==> src/rtl/clk_divider.sv <==
// Programmable clock divider with a glitch-free registered output.
// The divisor gives the half-period in clk cycles; a divisor of 0 acts as 1.
// Reloads while running are held in a shadow register and take effect at
// the next half-period boundary. Dropping en while the output is high lets
// the current high phase finish before the divider returns to idle.
module clk_divider #(
  parameter int WIDTH       = 8,
  parameter int DEFAULT_DIV = 1
) (
  input  logic             clk,
  input  logic             rst,
  input  logic             en,
  input  logic             div_ld,
  input  logic [WIDTH-1:0] div_in,
  output logic             clk_out,
  output logic             tick,
  output logic             busy,
  output logic [15:0]      rise_cnt
);

  typedef enum logic [1:0] {
    IDLE = 2'd0,
    RUN  = 2'd1,
    STOP = 2'd2
  } state_t;

  state_t           state_reg;
  state_t           state_next;
  logic [WIDTH-1:0] cnt_reg;
  logic [WIDTH-1:0] div_act_reg;
  logic [WIDTH-1:0] div_shd_reg;
  logic             pend_reg;
  logic             clk_out_reg;
  logic             tick_reg;
  logic [15:0]      rise_cnt_reg;

  logic [WIDTH-1:0] div_eff;
  logic             terminal;

  // A zero divisor behaves exactly like a divisor of one.
  assign div_eff  = (div_act_reg == '0) ? WIDTH'(1) : div_act_reg;
  // Last cycle of the current half-period.
  assign terminal = (cnt_reg == (div_eff - WIDTH'(1)));

  // State register.
  always_ff @(posedge clk) begin
    if (rst) begin
      state_reg <= IDLE;
    end else begin
      state_reg <= state_next;
    end
  end

  // Next-state logic: a high phase is never cut short, a low phase may be.
  always_comb begin
    state_next = state_reg;
    case (state_reg)
      IDLE: begin
        if (en) begin
          state_next = RUN;
        end
      end
      RUN: begin
        if (!en) begin
          // Leaving straight to IDLE is safe when low, or when high on its last cycle.
          state_next = (clk_out_reg && !terminal) ? STOP : IDLE;
        end
      end
      STOP: begin
        if (en) begin
          state_next = RUN;
        end else if (terminal) begin
          state_next = IDLE;
        end
      end
      default: state_next = IDLE;
    endcase
  end

  // Outputs that depend on state only.
  always_comb begin
    busy = (state_reg != IDLE);
  end

  // Half-period counter, output toggle, divisor shadowing and rise counting.
  always_ff @(posedge clk) begin
    if (rst) begin
      cnt_reg      <= '0;
      clk_out_reg  <= 1'b0;
      tick_reg     <= 1'b0;
      rise_cnt_reg <= 16'd0;
      div_act_reg  <= WIDTH'(DEFAULT_DIV);
      div_shd_reg  <= WIDTH'(DEFAULT_DIV);
      pend_reg     <= 1'b0;
    end else begin
      tick_reg <= 1'b0;
      if (state_next == IDLE) begin
        // Idle (or entering idle): output parked low, any pending divisor applied.
        cnt_reg     <= '0;
        clk_out_reg <= 1'b0;
        pend_reg    <= 1'b0;
        if (div_ld) begin
          div_act_reg <= div_in;
          div_shd_reg <= div_in;
        end else if (pend_reg) begin
          div_act_reg <= div_shd_reg;
        end
      end else if (state_reg == IDLE) begin
        // Start of run: first half-period is low and begins counting from zero.
        cnt_reg     <= '0;
        clk_out_reg <= 1'b0;
        if (div_ld) begin
          div_act_reg <= div_in;
          div_shd_reg <= div_in;
        end
      end else begin
        if (terminal) begin
          cnt_reg     <= '0;
          clk_out_reg <= ~clk_out_reg;
          if (!clk_out_reg) begin
            tick_reg     <= 1'b1;
            rise_cnt_reg <= rise_cnt_reg + 16'd1;
          end
          // The shadow divisor governs the half-period that starts now.
          if (pend_reg) begin
            div_act_reg <= div_shd_reg;
          end
        end else begin
          cnt_reg <= cnt_reg + WIDTH'(1);
        end
        if (div_ld) begin
          div_shd_reg <= div_in;
          pend_reg    <= 1'b1;
        end else if (terminal) begin
          pend_reg <= 1'b0;
        end
      end
    end
  end

  assign clk_out  = clk_out_reg;
  assign tick     = tick_reg;
  assign rise_cnt = rise_cnt_reg;

endmodule
==> config.mk <==
export PLATFORM = sky130hd
export DESIGN_NAME = clk_divider
export DESIGN_NICKNAME = d
export VERILOG_FILES = /design/src/rtl/clk_divider.sv
export SDC_FILE = /design/constraint.sdc
export NUM_CORES = 1
export LEC_CHECK = 0
export ABC_AREA = 1
export BUFFER_PORTS_ARGS = -buffer_cell sky130_fd_sc_hd__buf_4
export CORE_UTILIZATION = 63
export CTS_CLUSTER_SIZE = 14
export DETAILED_ROUTE_END_ITERATION = 10
export HOLD_SLACK_MARGIN = 0.08
export PLACE_DENSITY = 0.85
export SYNTH_ARGS = -nofsm -noshare
export SYNTH_HDL_FRONTEND = slang
export SYNTH_SLANG_ARGS = --single-unit
==> constraint.sdc <==
create_clock -name clk -period 3.4 [get_ports clk]
set_input_delay 0.68 -clock clk [delete_from_list [all_inputs] [get_ports clk]]
set_output_delay 0.68 -clock clk [all_outputs]
set_load 0.01 [all_outputs]
Word-level counts from Yosys, hierarchy flattened

Index checks and enable logic that the tools add are counted.

Flip-flop bits (word level): 45
Output and inout bits: 19
Logic and storage cells: 50

Add/sub/neg operators: 3
Eq/ne operators: 4
Mux-type cells: 16
Bitwise gates (word level): 4
Reduce and logical (&&, ||, !) cells: 15

Operators by type and width:

| operator                                          | count |
|---|---|
| 2-to-1 mux 8 bit                                  | 7 |
| adder 16 x 1 -> 16 bit (second input constant)    | 1 |
| 2-to-1 mux 2 bit                                  | 5 |
| adder 8 x 1 -> 8 bit (second input constant)      | 1 |
| == test 8 bit                                     | 1 |
| logical NOT 8 bit                                 | 1 |
| OR reduction 4 bit                                | 2 |
| subtractor 8 x 1 -> 8 bit (second input constant) | 1 |
| case mux 2 bit (3 select lines)                   | 1 |
| logical NOT 2 bit                                 | 2 |
| NOT 1 bit                                         | 4 |
| AND reduction 2 bit                               | 2 |
| AND reduction 4 bit                               | 1 |
| nonzero test 2 bit                                | 2 |
| 2-to-1 mux 1 bit                                  | 3 |
| != test 3 bit (second input constant)             | 1 |
| nonzero test 3 bit                                | 1 |
| OR reduction 3 bit                                | 1 |
| == test 2 x 1 -> 1 bit (second input constant)    | 1 |
| == test 2 bit (second input constant)             | 1 |
| OR reduction 2 bit                                | 1 |
| logical AND 1 bit                                 | 1 |
| logical NOT 1 bit                                 | 1 |

Longest topological paths before layout

Gate-level depths: netlist of run 1.

Depth after elaboration: 12
Gate-level depth with buffers: 22
Mapped depth without buffers: 21

Least setup slack after synthesis of run 1

OpenSTA, ideal clock, no wires.

Path kind: register -> register
From: reg div_act_reg[2]
To: reg div_act_reg[1]
Arrival time: 2.198 ns
Required time: 3.288 ns
Slack: 1.091 ns
Cell stages (with the launch flop): 22
Buffers on the path: 0
Path through: dfxtp_1 -> nor2_4 -> nand2_2 -> nor2_2 -> nor2_4 -> ha_1 -> inv_1 -> nand2_1 -> nand3_1 -> nand2_1 -> nor2_1 -> nand2_1 -> nor2_2 -> nand2_1 -> nor2_2 -> nand2_2 -> nand2_1 -> nand2_2 -> nand2_1 -> inv_1 -> nor2_1 -> nor2_1

Cells in the longest elaborated chain, start to end: 12
Elaborated cells between the ends (all ways): 16
Those cells by class: add/sub (1); eq/ne (2); mux (7); reduce/logical (6)

RTL lines:

| element                                                       | RTL line | text |
|---|---|---|
| start: declaration                                            | 30       | `logic [WIDTH-1:0] div_act_reg;` |
| start signal: assignment                                      | 92       | `div_act_reg <= WIDTH'(DEFAULT_DIV);` |
| start signal: assignment                                      | 103      | `div_act_reg <= div_in;` |
| start signal: assignment                                      | 106      | `div_act_reg <= div_shd_reg;` |
| logical NOT 8 bit                                             | 41       | `assign div_eff = (div_act_reg == '0) ? WIDTH'(1) : div_act_reg;` |
| 2-to-1 mux 8 bit (*)                                          | 41       |  |
| subtractor 8 x 1 -> 8 bit (*)                                 | 43       | `assign terminal = (cnt_reg == (div_eff - WIDTH'(1)));` |
| == test 8 bit (*)                                             | 43       |  |
| logical NOT 1 bit                                             | 66       | `state_next = (clk_out_reg && !terminal) ? STOP : IDLE;` |
| logical AND 1 bit                                             | 66       |  |
| 2-to-1 mux 2 bit                                              | 66       |  |
| 2-to-1 mux 2 bit                                              | 64       | `if (!en) begin` |
| case mux 2 bit (3 select lines)                               | 57       | `case (state_reg)` |
| logical NOT 2 bit                                             | 97       | `if (state_next == IDLE) begin` |
| != test 3 bit (no line) or nonzero test 3 bit (tied branches) | n/a      |  |
| AND reduction 2 bit (no line)                                 | n/a      |  |

Mark *: on every way between the ends. The rest lies on a longest branch, timed or not.
A chain may end at the register's enable or synchronous reset.

Worst setup path in the final report of run 1

From: reg div_act_reg[5]
To: reg div_act_reg[2]

The elaborated chain is that of the path after synthesis.

==> qor.csv, run 1 <==
stage,metric,value,unit
cts,Sinks on Clock Net,45,
power_and_ir_drop,power per cell area,388,mW/mm^2
detailed_routing,number of remaining DRC errors,0,
power_and_ir_drop,"IR drop worst, VDD",278,uV
floorplan,Core Region,0.00409,sq mm
yosys,number of flops mapped to enable cells by yosys,0,
setup_path,CP required,3.60,ns
yosys,"Seq/Total Area, Yosys",33.0,%
setup_path,Critical Path Sink Type,register,
place,Post-DP HPWL,4.62,mm
yosys,#FFs+latches synth,45,
detailed_routing,DRT Wirelength,6.36,mm
cts,Resized cells post-CTS,0,
setup_path,Crit path arrival time,2.98,ns
detailed_routing,Initial DRT Pass Iterations,5,
detailed_routing,Vias,2762,
cells_and_area,final core occ,75.2,%
cts,CTS Hold Buffers Added,0,
yosys,Synth async-reset ratio,0,%
yosys,fraction of the mapped netlist area in simple logic gates,40.2,%
cts,Bufs on Longest Clock Path,2,
power_and_ir_drop,P_leak,0.00133,uW
cts,Root Driver,clkbuf_8,
setup_path,CP max FO,19,
detailed_routing,vias per inst,5.47,
timing,setup TNS,0,ns
yosys,main flop type after synthesis,dfxtp_1,
global_route,largest net degree at the start of global routing,28,
yosys,Post-Synth XOR/XNOR Area,7.38,%
cells_and_area,layout cells sized above 1,12.3,%
floorplan,die width,67.8,um
floorplan,row count,23,
timing,Slew HR,60.4,%
yosys,Synth warnings,0,
detailed_routing,routed len/inst,12.6,um
cells_and_area,nets,469,
global_route,GRT Residual Overflow,0,
global_route,first-pass GRT wire length,10.3,mm
yosys,Yosys top cell by area,dfxtp_1,
timing,RSZ-0062 raised after global routing,false,
cells_and_area,max reg flops,16,
yosys,Synth Area in Compound Gates,9.54,%
place,gpl congestion,0.871,
yosys,syn_area_per_cell,6.36,sq um
yosys,most numerous cell in the Yosys netlist,nand2_1,
yosys,Post-Synthesis Cell Area,0.00273,sq mm
timing,Period minus WS final,2.78,ns
yosys,Synth cell types,29,
yosys,largest family of logic cells by synthesized area,simple AND/OR/NAND/NOR gates,
cells_and_area,Area Overhead vs Synth,12.7,%
timing,measured slew at the worst slew-check pin,0.593,ns
yosys,Synthesized Nets,444,
job,number of max-cap violations,0,
yosys,Adder-Cell Fraction of Synth Area,1.38,%
yosys,mux cell area share after synthesis,0,%
cells_and_area,Layout Cells excl Fill,505,
global_route,initial antenna violation count,0,
cts,CTS tree,done,
detailed_routing,Final ANT Viol Nets,0,
yosys,Mapped Cells,429,
timing,Worst Clk Skew,0.00374,ns
min_path,worst min path class,reg -> reg,
floorplan,die height,67.8,um
timing,period utilization,81.8,%
cells_and_area,ant diodes,0,
cts,CTS Buf Count,5,
floorplan,IO Count,31,
yosys,Area contributors post-synth,"dfxtp_1 33%, nand2_1 18%, nor2_1 7.2%",
cts,"CTS clk-pin slew, worst paths",0.09,ns
timing,fmax,359,MHz
place,cell count after placement,497,
global_route,vias in the first global route,2304,
timing,Final setup viols,0,
floorplan,Initial Utilization,66.8,%
floorplan,die area,0.00460,sq mm
yosys,Post-synth top cells,"130 x nand2_1, 52 x nor2_1, 45 x dfxtp_1",
place,IO buf count,30,
run_status,outcome,"complete, no violations",
timing,Slew Limit Fails,0,
timing,"Hold Vio Cnt, Final",0,
cts,htree depth,2,
detailed_routing,initial DRC count,211,
global_route,All-Layer GR Usage,29.6,%
cts,Skew-Pair Late Insertion Delay,0.30,ns
cts,Post-CTS Repair Setup Buffers,0,
yosys,share of the synthesized area in the top cell type,33.0,%
setup_path,Worst setup SP type,register,
setup_path,Setup CP Type,reg -> reg,
critical path, stage by stage, from the launching register on:
cell,delay (ns)
dfxtp_1,0.43
nor2_1,0.07
nand2_1,0.12
nor2_2,0.07
nor2_4,0.11
ha_1,0.24
inv_1,0.09
nor2_1,0.15
nand3_1,0.09
nand2_1,0.08
nand2_1,0.07
nor2_2,0.11
nand2_1,0.07
nor2_2,0.10
nand2_2,0.11
nand2_4,0.13
nand2_4,0.15
nand2_1,0.15
inv_1,0.11
nor2_1,0.15
nor2_1,0.06
placed cells by master (no fill, tap or decap), types with 2 or more instances in the layout:
cell	Yosys	routed
nor3_1	9	9
xnor2_1	9	9
clkbuf_8	0	5
nor2_2	3	3
nor2_1	52	52
dfxtp_1	45	45
nand3_1	35	35
o21ai_0	20	20
nand2_4	2	2
buf_4	0	31
xor2_1	14	14
nor4_1	2	2
nor2_4	3	3
nand4_1	6	6
a21oi_1	29	29
nand2_1	130	130
inv_1	41	41
nand2_2	5	5
ha_1	3	3
per-stage QoR:
step | instance area (sq um) | setup WS (ns) | total power, uW | hold slack, ns
detailed placement | 2960 | 0.675 | 790 | 0.456
finish | 3070 | 0.618 | 1190 | 0.469
global placement | 2960 | 0.714 | 785 | 0.451
global route | 3070 | 0.324 | 1250 | 0.492
CTS | 3070 | 0.648 | 1200 | 0.470
floorplan | 2730 | 1.09 | 741 | 0.441
per-layer routing:
metal / part of all wire (%) / track usage [%] / vias to the layer above
met3: 6.0 / 5.67 / 11
met1: 47 / 40.8 / 1244
met4: 1.5 / 9.11 / 0
li1: - / - / 1414
met5: 0 / 0 / -
met2: 45 / 46.7 / 93
path summary, 6_finish.rpt:
kind                                from                     endpoint  slack [ns]  cells past startpoint
max          div_act_reg[5]$_SDFFE_PP0P_  div_act_reg[2]$_SDFFE_PP0P_        0.62                     20
min          div_shd_reg[6]$_SDFFE_PP0P_  div_shd_reg[6]$_SDFFE_PP0P_        0.47                      2
max reg2reg  div_act_reg[5]$_SDFFE_PP0P_  div_act_reg[2]$_SDFFE_PP0P_        0.62                     20
min reg2reg  div_shd_reg[6]$_SDFFE_PP0P_  div_shd_reg[6]$_SDFFE_PP0P_        0.47                      2
area by class of cell:
class	instances	area [sq um]
Clock buffer	5	68.8
Clock inverter	3	46.3
Fill cell	345	1010
Inverter	44	166
Multi-Input combinational cell	327	1600
Sequential cell	45	901
Tap cell	50	62.6
Timing Repair Buffer	31	233
power by group:
part	switching, uW	internal (uW)	total, uW
Clock	193	220	413
Sequential	17.5	543	561
Combinational	144	76.9	221
Total	354	840	1190
cell families (layout without fill, tap and decap cells):
kind of cell             Yosys count  after routing
AND/OR/NAND/NOR                  250            250
buffers and inverters             57             83
AO/OA/AOI/OAI                     51             51
flip-flops                        45             45
XOR/XNOR                          23             23
adder cells (fa/ha/maj)            3              3
Note: power is estimated with default switching activity, not from simulation.
==> inputs of run 2 (changes only) <==
==> config.mk (replaced) <==
export PLATFORM = sky130hd
export DESIGN_NAME = clk_divider
export DESIGN_NICKNAME = d
export VERILOG_FILES = /design/src/rtl/clk_divider.sv
export SDC_FILE = /design/constraint.sdc
export NUM_CORES = 1
export LEC_CHECK = 0
export ABC_AREA = 0
export BUFFER_PORTS_ARGS = -buffer_cell sky130_fd_sc_hd__buf_4
export CORE_UTILIZATION = 58
export CTS_CLUSTER_SIZE = 14
export DETAILED_ROUTE_END_ITERATION = 10
export HOLD_SLACK_MARGIN = 0.08
export PLACE_DENSITY = 0.8
export SYNTH_ARGS = -nofsm -noshare
export SYNTH_HDL_FRONTEND = slang
export SYNTH_SLANG_ARGS = --single-unit
==> constraint.sdc (replaced) <==
create_clock -name clk -period 2.75 [get_ports clk]
set_input_delay 0.55 -clock clk [delete_from_list [all_inputs] [get_ports clk]]
set_output_delay 0.55 -clock clk [all_outputs]
set_load 0.01 [all_outputs]
==> run 2 against run 1 <==
Against the previous run:
- the run now ends with setup timing left
- register-to-register slack got worse by 0.96 ns
- sequential share of layout area decreased by 1.7 points
- worst setup slack lost 0.96 ns
- non-clock buffer count grew 35
- sequential power grew 25%
- sequential cell count did not move
- critical path type unchanged
- critical endpoint is now rise_cnt[15]$_SDFFE_PP0P_
- largest cell class unchanged
==> qor.csv, run 2 <==
stage,metric,value,unit,change
run_status,outcome,"complete, but fails checks",,
run_status,failing checks,setup timing,,
yosys,Mapped Cells,304,,-29%
detailed_routing,routed len/inst,17.7,um,+41%
setup_path,Worst Reg2Reg Path Length in Cells,12,,-40%
timing,period utilization,113,%,+31 points
yosys,Synth async-reset ratio,0,%,unchanged
timing,fmax,323,MHz,-10%
cells_and_area,nets,375,,-20%
setup_path,CP required,2.99,ns,-0.61 ns
floorplan,die area,0.00466,sq mm,+1.3%
global_route,largest net degree at the start of global routing,42,,+50%
detailed_routing,number of remaining DRC errors,0,,unchanged
cts,Sinks on Clock Net,45,,unchanged
setup_path,Setup CP Type,reg -> reg,,
cells_and_area,Area Overhead vs Synth,28.7,%,
timing,RSZ-0062 raised after global routing,true,,
global_route,GRT Residual Overflow,0,,unchanged
cells_and_area,Fillers,272,,-21%
setup_path,Critical R2R Launch,div_act_reg[4]$_SDFFE_PP0P_,,
place,placed cell areas,0.00297,sq mm,+0.25%
global_route,All-Layer GR Usage,29.2,%,-0.39 points
min_path,WHS Path Cells,2,,unchanged
timing,"Hold Vio Cnt, Final",0,,unchanged
cts,CTS tree,done,,
global_route,vias in the first global route,2167,,-5.9%
global_route,first-pass GRT wire length,10.0,mm,-2.5%
cells_and_area,footprint of the multi-input gates,0.00166,sq mm,+4.0%
yosys,number of flops mapped to enable cells by yosys,0,,unchanged
min_path,worst min path class,in -> reg,,
yosys,Post-Synthesis Cell Area,0.00254,sq mm,-6.7%
detailed_routing,initial DRC count,266,,+26%
setup_path,Crit path arrival time,3.34,ns,+0.36 ns
detailed_routing,Final ANT Viol Nets,0,,unchanged
cells_and_area,design area,0.00328,sq mm,+6.6%
power_and_ir_drop,power per cell area,511,mW/mm^2,+31%
cts,"CTS clk-pin slew, worst paths",0.08,ns,about the same
cts,Skew-Pair Late Insertion Delay,0.31,ns,about the same
place,gpl congestion,0.907,,+4.1%
floorplan,die height,68.2,um,+0.63%
yosys,syn_area_per_cell,8.37,sq um,+32%
place,pre-CTS setup slack,-0.136,ns,-0.811 ns
timing,Final setup viols,34,,+34
setup_path,CP max FO,7,,-12
cells_and_area,"most common cell after layout, fill and taps aside",buf_4,,
cts,Root Driver,clkbuf_8,,
yosys,#FFs+latches synth,45,,unchanged
timing,Slew Limit Fails,0,,unchanged
power_and_ir_drop,"IR drop worst, VDD",318,uV,+14%
cells_and_area,layout cells sized above 1,28.8,%,+17 points
timing,final worst slack,-0.344,ns,-0.962 ns
yosys,"Seq/Total Area, Yosys",35.4,%,+2.4 points
cells_and_area,most frequent cells in the layout,"60 x buf_4, 43 x dfxtp_1, 27 x nor2_1, 23 x a21oi_1",,
floorplan,die width,68.2,um,+0.63%
timing,Worst Clk Skew,0.00718,ns,+0.00344 ns
cts,CTS Buf Count,5,,unchanged
cts,Bufs on Longest Clock Path,2,,unchanged
min_path,critical hold path startpoint,div_in[0],,
yosys,Synth warnings,0,,unchanged
place,IO buf count,30,,unchanged
yosys,Synthesized Nets,319,,-28%
floorplan,row count,23,,unchanged
yosys,Post-synth top cells,"45 x dfxtp_1, 28 x nor2_1, 23 x a21oi_1",,
floorplan,Core Region,0.00412,sq mm,+0.70%
timing,Slew HR,31.7,%,-29 points
job,number of max-cap violations,0,,unchanged
yosys,main flop type after synthesis,dfxtp_1,,
setup_path,reg-to-reg endpoint,rise_cnt[15]$_SDFFE_PP0P_,,
min_path,Hold Path End,div_shd_reg[0]$_SDFFE_PP1P_,,
setup_path,Worst setup SP type,register,,
place,Post-DP HPWL,4.29,mm,-7.2%
cts,htree depth,2,,unchanged
yosys,most numerous cell in the Yosys netlist,dfxtp_1,,
floorplan,IO Count,31,,unchanged
timing,measured slew at the worst slew-check pin,1.02,ns,+0.423 ns
setup_path,Critical Path Sink Type,register,,
power_and_ir_drop,P_leak,0.00125,uW,-6.1%
yosys,Synth cell types,54,,+86%
floorplan,Initial Utilization,61.8,%,-4.9 points
yosys,Area contributors post-synth,"dfxtp_1 35%, mux2i_1 5.5%, a21oi_1 4.5%",,
setup_path,"setup slack, reg-to-reg",-0.34,ns,-0.96 ns
detailed_routing,Initial DRT Pass Iterations,5,,unchanged
detailed_routing,vias per inst,6.38,,+17%
cells_and_area,Register Area,903,sq um,+0.28%
detailed_routing,DRT Wirelength,7.29,mm,+15%
yosys,share of the synthesized area in the top cell type,35.4,%,+2.4 points
detailed_routing,Vias,2621,,-5.1%
global_route,initial antenna violation count,0,,unchanged
timing,Period minus WS final,3.09,ns,+0.312 ns
yosys,Yosys top cell by area,dfxtp_1,,
cells_and_area,max reg flops,16,,unchanged
cells_and_area,ant diodes,0,,unchanged
==> run 2: how the worst max path moves through the flow <==
stage / startpoint / end / cells past startpoint / slack [ns]
6_report: div_act_reg[4]$_SDFFE_PP0P_ / rise_cnt[15]$_SDFFE_PP0P_ / 12 / -0.34
5_1_grt: div_act_reg[4]$_SDFFE_PP0P_ / rise_cnt[15]$_SDFFE_PP0P_ / 12 / -0.41
4_1_cts: div_act_reg[6]$_SDFFE_PP0P_ / rise_cnt[15]$_SDFFE_PP0P_ / 12 / -0.08
3_3_place_gp: div_act_reg[6]$_SDFFE_PP0P_ / div_act_reg[0]$_SDFFE_PP1P_ / 10 / -0.1
3_5_place_dp: div_act_reg[6]$_SDFFE_PP0P_ / div_act_reg[0]$_SDFFE_PP1P_ / 10 / -0.14
2_1_floorplan: div_act_reg[6]$_SDFFE_PP0P_ / rise_cnt[11]$_SDFFE_PP0P_ / 12 / -0.10
==> run 2: timing repair <==
action | in CTS | in global routing
setup buffers | 6 | 4
resized for setup | 8 | 27
pin swaps | 11 | 14
hold buffers | 0 | 0
gates cloned | 1 | 1
hold endpoints to repair | 0 | 0
setup endpoints to repair | 30 | 35
==> run 2: report_power, final <==
group,switching [uW],internal (uW)
registers,24.6,678
logic,306,268
clock network,221,176
total,551,1120
==> run 2: routing by layer <==
layer / GRT usage (%) / part of all wire (%) / vias to the layer above
li1: - / - / 1243
met1: 38.0 / 44 / 1237
met2: 46.1 / 47 / 115
met3: 8.33 / 6.0 / 26
met4: 9.64 / 3.1 / 0
met5: 0 / 0 / -
==> run 2: area by class of cell <==
class	count	area share [%]
Clock inverter	2	0.306
Timing Repair Buffer	66	15.8
Tap cell	50	1.91
Inverter	13	1.49
Sequential cell	45	27.6
Multi-Input combinational cell	229	50.7
Clock buffer	6	2.22
==> run 2: logic make-up (layout without fill, tap and decap cells) <==
group           count (synthesis)  in the layout  share of synthesized area [%]
mux                            16             16                           6.39
compound gates                 81             81                           21.1
fa+ha+maj                       3              3                           1.48
flops                          45             45                           35.4
simple gates                  111            112                           24.4
xor+xnor                       17             17                           5.85
buf+inv                        31             87                           5.36
==> run 2: metrics by stage <==
| step | hold WS (ns) | util, % | total power [uW] | setup TNS (ns) | std cells |
|---|---|---|---|---|---|
| floorplan | 0.445 | - | 1000 | -0.358 | 304 |
| global placement | 0.468 | 72.1 | 1160 | -0.103 | 391 |
| detailed placement | 0.475 | 72.1 | 1170 | -0.723 | 391 |
| CTS | 0.464 | 76.6 | 1610 | -0.615 | 406 |
| global route | 0.458 | 79.6 | 1750 | -9.77 | 411 |
| finish | 0.465 | 79.6 | 1670 | -7.05 | 411 |
==> run 2: worst max-delay path: stages (launching register included) <==
cell and delay (ns):
dfxtp_2 0.34, nor4_4 0.38, a31oi_2 0.21, ha_4 0.23, o21ba_4 0.20, a221oi_4 0.29, a41oi_2 0.10, nor3b_2 0.25
buf_4 0.17, nand4_1 0.14, buf_6 0.22, or4_4 0.40, a21oi_1 0.12
